`src/rtl/npu_pool_pkg.sv`:
```
// Shared types and helpers for the ReLU + 2x2 max-pool writer.
// Optional feature macro: RELU_MAXPOOL_RELU_EN (defined -> negative values clamp to 0).
package npu_pool_pkg;

  // Frame-level control states of the writer FSM.
  typedef enum logic [1:0] {
    IDLE = 2'd0,
    RUN  = 2'd1,
    DONE = 2'd2
  } state_t;

  // Default pixel width; the helper functions below operate on this width.
  localparam int DATA_W_DEF = 8;

  // Signed maximum of two pixels.
  function automatic logic signed [DATA_W_DEF-1:0] smax(
    input logic signed [DATA_W_DEF-1:0] a,
    input logic signed [DATA_W_DEF-1:0] b
  );
    return (a > b) ? a : b;
  endfunction

  // Rectifier; identity when the ReLU feature is not built in.
  function automatic logic signed [DATA_W_DEF-1:0] relu(
    input logic signed [DATA_W_DEF-1:0] x
  );
`ifdef RELU_MAXPOOL_RELU_EN
    return (x < 0) ? '0 : x;
`else
    return x;
`endif
  endfunction

endpackage

```
`src/rtl/pool_line_buf.sv`:
```
// Line buffer holding the horizontal maxima of the most recent even conv row.
// One synchronous write port, one asynchronous read port, both indexed by k.
module pool_line_buf #(
  parameter int DEPTH  = 13,
  parameter int DATA_W = 8,
  parameter int IDX_W  = 4
) (
  input  logic              i_clk,
  input  logic              i_rst_n,
  input  logic              i_we,
  input  logic [IDX_W-1:0]  i_widx,
  input  logic [DATA_W-1:0] i_wdata,
  input  logic [IDX_W-1:0]  i_ridx,
  output logic [DATA_W-1:0] o_rdata
);

  logic [DATA_W-1:0] mem_q [DEPTH];

  // Register array: cleared on reset, written one entry per cycle.
  always_ff @(posedge i_clk or negedge i_rst_n) begin
    if (!i_rst_n) begin
      for (int i = 0; i < DEPTH; i++) mem_q[i] <= '0;
    end else if (i_we) begin
      mem_q[i_widx] <= i_wdata;
    end
  end

  assign o_rdata = mem_q[i_ridx];

endmodule

```
`src/rtl/relu_maxpool_writer.sv`:
```
// ReLU + 2x2 max-pool stage writing pooled pixels to the output feature-map RAM.
// Optional feature macro: RELU_MAXPOOL_RELU_EN (clamps negative pixels before pooling).
//
// Handshake: a beat transfers on a rising edge where i_valid && o_ready and
// i_start is low; o_ready depends only on registered state, never on i_valid.
module relu_maxpool_writer
  import npu_pool_pkg::*;
#(
  parameter int CONV_COLS = 26,
  parameter int CONV_ROWS = 26,
  parameter int DATA_W    = DATA_W_DEF,
  parameter int ADDR_W    = 10
) (
  input  logic              i_clk,
  input  logic              i_rst_n,
  input  logic              i_start,
  input  logic [ADDR_W-1:0] i_dst_base,
  input  logic              i_valid,
  input  logic [DATA_W-1:0] i_sum1,
  input  logic [DATA_W-1:0] i_sum2,
  output logic              o_ready,
  output logic              o_wr_en,
  output logic [ADDR_W-1:0] o_wr_addr,
  output logic [DATA_W-1:0] o_wr_data,
  output logic              o_done,
  output logic [1:0]        o_dbg_state
);

  localparam int HALF     = CONV_COLS / 2;
  localparam int K_W      = (HALF > 1) ? $clog2(HALF) : 1;
  localparam int R_W      = (CONV_ROWS > 1) ? $clog2(CONV_ROWS) : 1;
  localparam int K_LAST   = HALF - 1;
  // Last row that completes a pooled row; an odd trailing row is never consumed.
  localparam int LAST_ROW = 2 * (CONV_ROWS / 2) - 1;

  state_t            state_q;
  logic [K_W-1:0]    k_q;
  logic [R_W-1:0]    row_q;
  logic [ADDR_W-1:0] base_q;
  logic              wr_en_q;
  logic [ADDR_W-1:0] wr_addr_q;
  logic [DATA_W-1:0] wr_data_q;
  logic              done_q;

  logic              accept;
  logic              odd_row;
  logic              last_k;
  logic              last_beat;
  logic [DATA_W-1:0] h_max;
  logic [DATA_W-1:0] buf_rdata;
  logic [DATA_W-1:0] pooled_d;
  logic [ADDR_W-1:0] prow_off;
  logic [ADDR_W-1:0] wr_addr_d;

  // Beat acceptance, horizontal/vertical pooling and address generation.
  always_comb begin
    accept    = i_valid && (state_q == RUN) && !i_start;
    odd_row   = row_q[0];
    last_k    = (k_q == K_W'(K_LAST));
    last_beat = last_k && (row_q == R_W'(LAST_ROW));
    h_max     = smax(relu(i_sum1), relu(i_sum2));
    pooled_d  = smax(buf_rdata, h_max);
    prow_off  = ADDR_W'(row_q >> 1) * ADDR_W'(HALF);
    wr_addr_d = base_q + prow_off + ADDR_W'(k_q);
  end

  // Even rows park their horizontal maxima here; odd rows read them back.
  pool_line_buf #(
    .DEPTH (HALF),
    .DATA_W(DATA_W),
    .IDX_W (K_W)
  ) u_line_buf (
    .i_clk  (i_clk),
    .i_rst_n(i_rst_n),
    .i_we   (accept && !odd_row),
    .i_widx (k_q),
    .i_wdata(h_max),
    .i_ridx (k_q),
    .o_rdata(buf_rdata)
  );

  // Frame FSM with counters and registered RAM write port.
  always_ff @(posedge i_clk or negedge i_rst_n) begin
    if (!i_rst_n) begin
      state_q   <= IDLE;
      k_q       <= '0;
      row_q     <= '0;
      base_q    <= '0;
      wr_en_q   <= 1'b0;
      wr_addr_q <= '0;
      wr_data_q <= '0;
      done_q    <= 1'b0;
    end else begin
      wr_en_q <= 1'b0;
      if (i_start) begin
        // Start or restart: stale line-buffer data is overwritten by row 0.
        state_q <= RUN;
        k_q     <= '0;
        row_q   <= '0;
        base_q  <= i_dst_base;
        done_q  <= 1'b0;
      end else begin
        case (state_q)
          RUN: begin
            if (accept) begin
              if (odd_row) begin
                wr_en_q   <= 1'b1;
                wr_addr_q <= wr_addr_d;
                wr_data_q <= pooled_d;
              end
              if (last_k) begin
                k_q   <= '0;
                row_q <= row_q + 1'b1;
              end else begin
                k_q <= k_q + 1'b1;
              end
              if (last_beat) begin
                state_q <= DONE;
                done_q  <= 1'b1;
              end
            end
          end
          IDLE:    state_q <= IDLE;
          DONE:    state_q <= DONE;
          default: state_q <= IDLE;
        endcase
      end
    end
  end

  assign o_ready     = (state_q == RUN);
  assign o_wr_en     = wr_en_q;
  assign o_wr_addr   = wr_addr_q;
  assign o_wr_data   = wr_data_q;
  assign o_done      = done_q;
  assign o_dbg_state = state_q;

endmodule
```
`config.mk`:
```
export PLATFORM = sky130hd
export DESIGN_NAME = relu_maxpool_writer
export DESIGN_NICKNAME = d
export VERILOG_FILES = /design/src/rtl/npu_pool_pkg.sv /design/src/rtl/pool_line_buf.sv /design/src/rtl/relu_maxpool_writer.sv
export SDC_FILE = /design/constraint.sdc
export NUM_CORES = 1
export LEC_CHECK = 0
export BUFFER_PORTS_ARGS = -buffer_cell sky130_fd_sc_hd__buf_4
export CAP_MARGIN = 20
export CORE_UTILIZATION = 35
export CTS_BUF_LIST = sky130_fd_sc_hd__clkbuf_4 sky130_fd_sc_hd__clkbuf_8
export CTS_CLUSTER_DIAMETER = 80
export DETAILED_ROUTE_END_ITERATION = 10
export PLACE_DENSITY = 0.61
export SETUP_SLACK_MARGIN = 0.2
export SLEW_MARGIN = 10
export SYNTH_ARGS = -nofsm -noshare
export SYNTH_HDL_FRONTEND = slang
export SYNTH_SLANG_ARGS = --single-unit
```
`constraint.sdc`:
```
create_clock -name i_clk -period 3.78 [get_ports i_clk]
set_input_delay 0.756 -clock i_clk [delete_from_list [all_inputs] [get_ports i_clk]]
set_output_delay 0.756 -clock i_clk [all_outputs]
set_load 0.03 [all_outputs]
```
Yosys cells after proc, flatten, opt, wreduce, memory -nomap -nowiden

Cells that the tools add are included.

Register bits after elaboration: 145
Word-level logic and storage cells: 82
Input bits: 30
Output and inout port bits: 23

Magnitude comparators: 4
Reductions and logical operators: 16
Multiplexer cells: 28
Equal/unequal tests: 6
Multipliers: 1
Add/sub/neg operators: 4
Bitwise operators: 2

Operators with widths:

| cell                  | number |
|---|---|
| $bwmux W104           | 1 |
| $mux W8               | 5 |
| $bmux W8 S4           | 1 |
| $demux W8 S4          | 1 |
| $mux W5               | 4 |
| $gt A8 B8 Y1          | 2 |
| $mux W4               | 4 |
| $add A10 B4 Y10       | 1 |
| $add A10 B8 Y10       | 1 |
| $mul A4 B4 Y8 const B | 1 |
| $mux W1               | 8 |
| $reduce_bool A2 Y1    | 4 |
| $mux W2               | 3 |
| $ne A3 B2 Y1 const B  | 2 |
| $reduce_and A3 Y1     | 2 |
| $add A5 B1 Y5 const B | 1 |
| $eq A5 B5 Y1 const B  | 1 |
| $ge A5 B5 Y1 const B  | 1 |
| $logic_and A1 B1 Y1   | 5 |
| $lt A5 B1 Y1 const B  | 1 |
| $not A4 Y5            | 1 |
| $add A4 B1 Y4 const B | 1 |
| $eq A4 B4 Y1 const B  | 1 |
| $pmux W2 S2           | 1 |
| other kinds (6)       | 8 |

Depth between registers and ports, before layout

Depth in word-level cells: 6
Depth in mapped cells: 15

By module

A second synthesis with hierarchy kept.

Cell total of the unflattened synthesis: 649
Area total of the unflattened synthesis: 7,928.9 sq um

By module, submodules not included:

| module              | cells each | area each (sq um) | times used |
|---|---|---|---|
| pool_line_buf       | 341        | 4,967.3           | 1 |
| relu_maxpool_writer | 308        | 2,961.6           | 1 |

Worst setup path before layout

OpenSTA, ideal clock, no wires.

Path type: input-to-reg
Start: input i_sum2[7]
End: register wr_data_q[0], in the netlist o_wr_data[0]
Path buffers: 2
Data arrival time: 3.885 ns
Slack: -0.195 ns
Setup time: 0.090 ns
Cell stages on the path: 14
Cells stage by stage: inv_1 -> ha_1 -> or3b_1 -> a211oi_2 -> a211oi_4 -> mux2i_1 -> buf_6 -> ha_1 -> a211oi_1 -> and3_1 -> a21oi_1 -> or3_1 -> buf_1 -> o221ai_1

Cells in the longest elaborated chain, start to end: 4

RTL lines:

| element                | line                       | source |
|---|---|---|
| start: declaration     | relu_maxpool_writer.sv:20  | `input logic [DATA_W-1:0] i_sum2,` |
| $gt A8 B8 Y1           | npu_pool_pkg.sv:20         | `return (a > b) ? a : b;` |
| $mux W8 (*)            | npu_pool_pkg.sv:20         |  |
| $gt A8 B8 Y1           | npu_pool_pkg.sv:20         |  |
| $mux W8 (*)            | npu_pool_pkg.sv:20         |  |
| end signal: assignment | relu_maxpool_writer.sv:109 | `wr_data_q <= pooled_d;` |
| end: declaration       | relu_maxpool_writer.sv:42  | `logic [DATA_W-1:0] wr_data_q;` |

Mark *: on every way between the ends. The rest lies on a longest branch, timed or not.
A chain may end at the register's enable or synchronous reset.

Worst setup path after layout

Start: input i_sum2[7]
End: register wr_data_q[3], in the netlist o_wr_data[3]

Same word-level chain as after synthesis.

==> out/results.ini <==
[yosys]
synth_edf_count = 0
syn_inst = 751
syn-cell-area_mm2 = 0.00763
synth_cell_types = 52
synthArstFlopShare_pct = 100
yosysSeqAreaShare_pct = 47.5
avgSynthCellArea_um2 = 10.2
synth_ff_type = dfrtp_1
syn_nets = 833
ys_warn_count = 0
synth.ff_latch_count = 145

[critical_path]
start_kind = input port
end_kind = flop
cp.required_ps = 4160
critical_path_class = in -> reg
arrival_ps = 3780
cp_max_fo = 8
reg2regPathDepth = 12

[timing]
setup_viol = 0
max_freq_mhz = 294
slew_headroom_pct = 42.8
skew_ps = 12.6
rsz0062_at_grt = false
hold_viol_final = 0
layout_setup_ws_ps = 381
drv_slew = 0
min_period_ps = 3400
min_period_over_period_pct = 89.9
worst_pin_slew_ps = 857

[floorplan]
dieArea_mm2 = 0.0224
rows = 53
core_area_mm2 = 0.0212
die_h_um = 150
dieWidth_um = 150
initial_core_util_pct = 36.0
design.portCount = 53

[routing]
drtAntennaViolNets = 0
drt_iter0_drc = 299
first_pass_iters = 4
avgRoutedWirePerCell_um = 16.9
drc = 0
vias_per_cell = 5.08
wl_mm = 18.8
vias = 5625

[layout]
fillers = 2075
drive_above_1_share_pct = 27.3
antenna_cells = 0
final_cell_area_mm2 = 0.00912
final_common_cell = dfrtp_1
fin_util_pct = 43.0
mostFrequentLayoutCells = dfrtp_1, nand2_1, o21ai_0, buf_4, mux2_2
area_growth_pct = 19.6
fin_nets = 901

[clocking]
clock_path_buffers = 2
cts_tree = built
cts-root-buf = clkbuf_8
cts_sinks = 145
htree_levels = 4
cts_hold_buffers = 0
insertion_delay_ps = 470
cts.clk_slew.worst_paths_ps = 80
numCtsBuffers = 17

[pwr]
power_leakage_nw = 4.26
p_per_area_mw_per_mm2 = 457
peakVddDrop_mv = 0.244

[placed_design]
dp_worst_setup_slack_ps = -97.0
place_congestion = 0.786
io_buffers = 52
placed_cell_area_mm2 = 0.00861
dpl.hpwl_mm = 13.3

[grt]
grt_max_degree = 91
grt_pass1_wl_mm = 30.8
grt_antenna_before_repair = 0
grt_pass1_vias = 5674
gr-total-overflow = 0
track_usage_pct = 18.0

[flow_run]
maxCapViolations = 0

[status]
outcome = finished clean

[min_path]
hp-class = in -> async

## cell type report
class                           instances  area (um^2)  share of cell area (%)
Multi-Input combinational cell        526         3810                    41.7
Sequential cell                       145         3630                    39.8
Timing Repair Buffer                   92          744                    8.16
Tap cell                              275          344                    3.77
Clock buffer                           20          269                    2.95
Clock inverter                         12          180                    1.97
Inverter                               37          146                    1.60
## Yosys cell counts (8+ instances only)
| cell type | count | area (um^2) |
|---|---|---|
| o21ai_2 | 16 | 140 |
| ha_1 | 43 | 538 |
| o21ai_0 | 92 | 460 |
| nand3_1 | 27 | 135 |
| a22oi_1 | 16 | 120 |
| dfrtp_1 | 145 | 3630 |
| a222oi_1 | 8 | 80.1 |
| inv_1 | 37 | 139 |
| mux2_2 | 55 | 619 |
| o211ai_1 | 14 | 105 |
| fa_1 | 9 | 180 |
| a21oi_1 | 19 | 95.1 |
| clkbuf_1 | 25 | 93.8 |
| nand2_1 | 127 | 477 |
| mux2i_1 | 8 | 80.1 |
| nor2_1 | 18 | 67.6 |
## critical path: stages
cell      delay, ps
buf_4           100
inv_4            30
ha_4            250
or3b_4          410
a211oi_4        260
a211oi_4         80
buf_4           170
mux2i_2         250
ha_4            250
a211oi_2        160
and3_1          230
a21oi_4          70
or3_1           530
o211ai_1        230
## kinds of logic (layout without fill, tap and decap cells)
| family | count (synthesis) | in the layout | synth area share, % |
|---|---|---|---|
| buffers and inverters | 80 | 161 | 4.51 |
| AOI/OAI and AO/OA | 188 | 188 | 15.7 |
| DFF | 145 | 145 | 47.5 |
| xor gates and xnor gates | 7 | 7 | 0.803 |
| and+or+nand+nor | 216 | 216 | 12.9 |
| adders and majority gates | 52 | 52 | 9.41 |
| muxes | 63 | 63 | 9.17 |
## timing repair
action                                  CTS  global route
gates resized for setup                   2             5
endpoints found under the setup margin    8             9
buffers inserted                          0             3
## final timing paths
path                       slack, ps                              start                                end
min in group i_clk               480  u_line_buf.mem_q[103]$_DFFE_PN0P_  u_line_buf.mem_q[103]$_DFFE_PN0P_
hold reg to reg                  480  u_line_buf.mem_q[103]$_DFFE_PN0P_  u_line_buf.mem_q[103]$_DFFE_PN0P_
max in group asynchronous       2680                            i_rst_n                 k_q[1]$_DFFE_PN0P_
hold / removal                   370                            i_rst_n   u_line_buf.mem_q[31]$_DFFE_PN0P_
setup reg to reg                 390                 k_q[1]$_DFFE_PN0P_           o_wr_data[3]$_DFFE_PN0P_
setup / recovery                 380                          i_sum2[7]           o_wr_data[3]$_DFFE_PN0P_
## metal layers
metal	track usage (%)	vias up	wire [um]	part of all wire [%]
met5	0	-	0	0
met4	7.58	0	469	2.5
met3	3.60	28	770	4.1
met2	27.5	94	8690	46
met1	24.9	2721	8830	47
li1	-	2782	-	-
## per-stage QoR
stage | std cells | hold WS [ps] | setup TNS [ps] | power (mW)
floorplan | 751 | 444 | 0 | 2.42
global placement | 1072 | 456 | -108 | 2.78
detailed placement | 1072 | 462 | -686 | 2.81
CTS | 1104 | 394 | 0 | 4.20
global route | 1107 | 440 | 0 | 4.40
finish | 1107 | 369 | 0 | 4.17
## power by group
group	leakage, nW	switching, mW	internal (mW)
Sequential	1.97	0.0728	1.68
Combinational	2.06	0.600	0.435
Clock	0.223	0.622	0.765
Total	4.26	1.29	2.88
## sequential cells by signal, indices dropped and copies added, names as in the netlist
| register | cells |
|---|---|
| u_line_buf.mem_q | 104 |
| base_q | 10 |
| o_dbg_state | 2 |
| o_done | 1 |
| row_q | 5 |
| o_wr_en | 1 |
| k_q | 4 |
| o_wr_data | 8 |
| o_wr_addr | 10 |
Power figures use the tool's default switching activity.
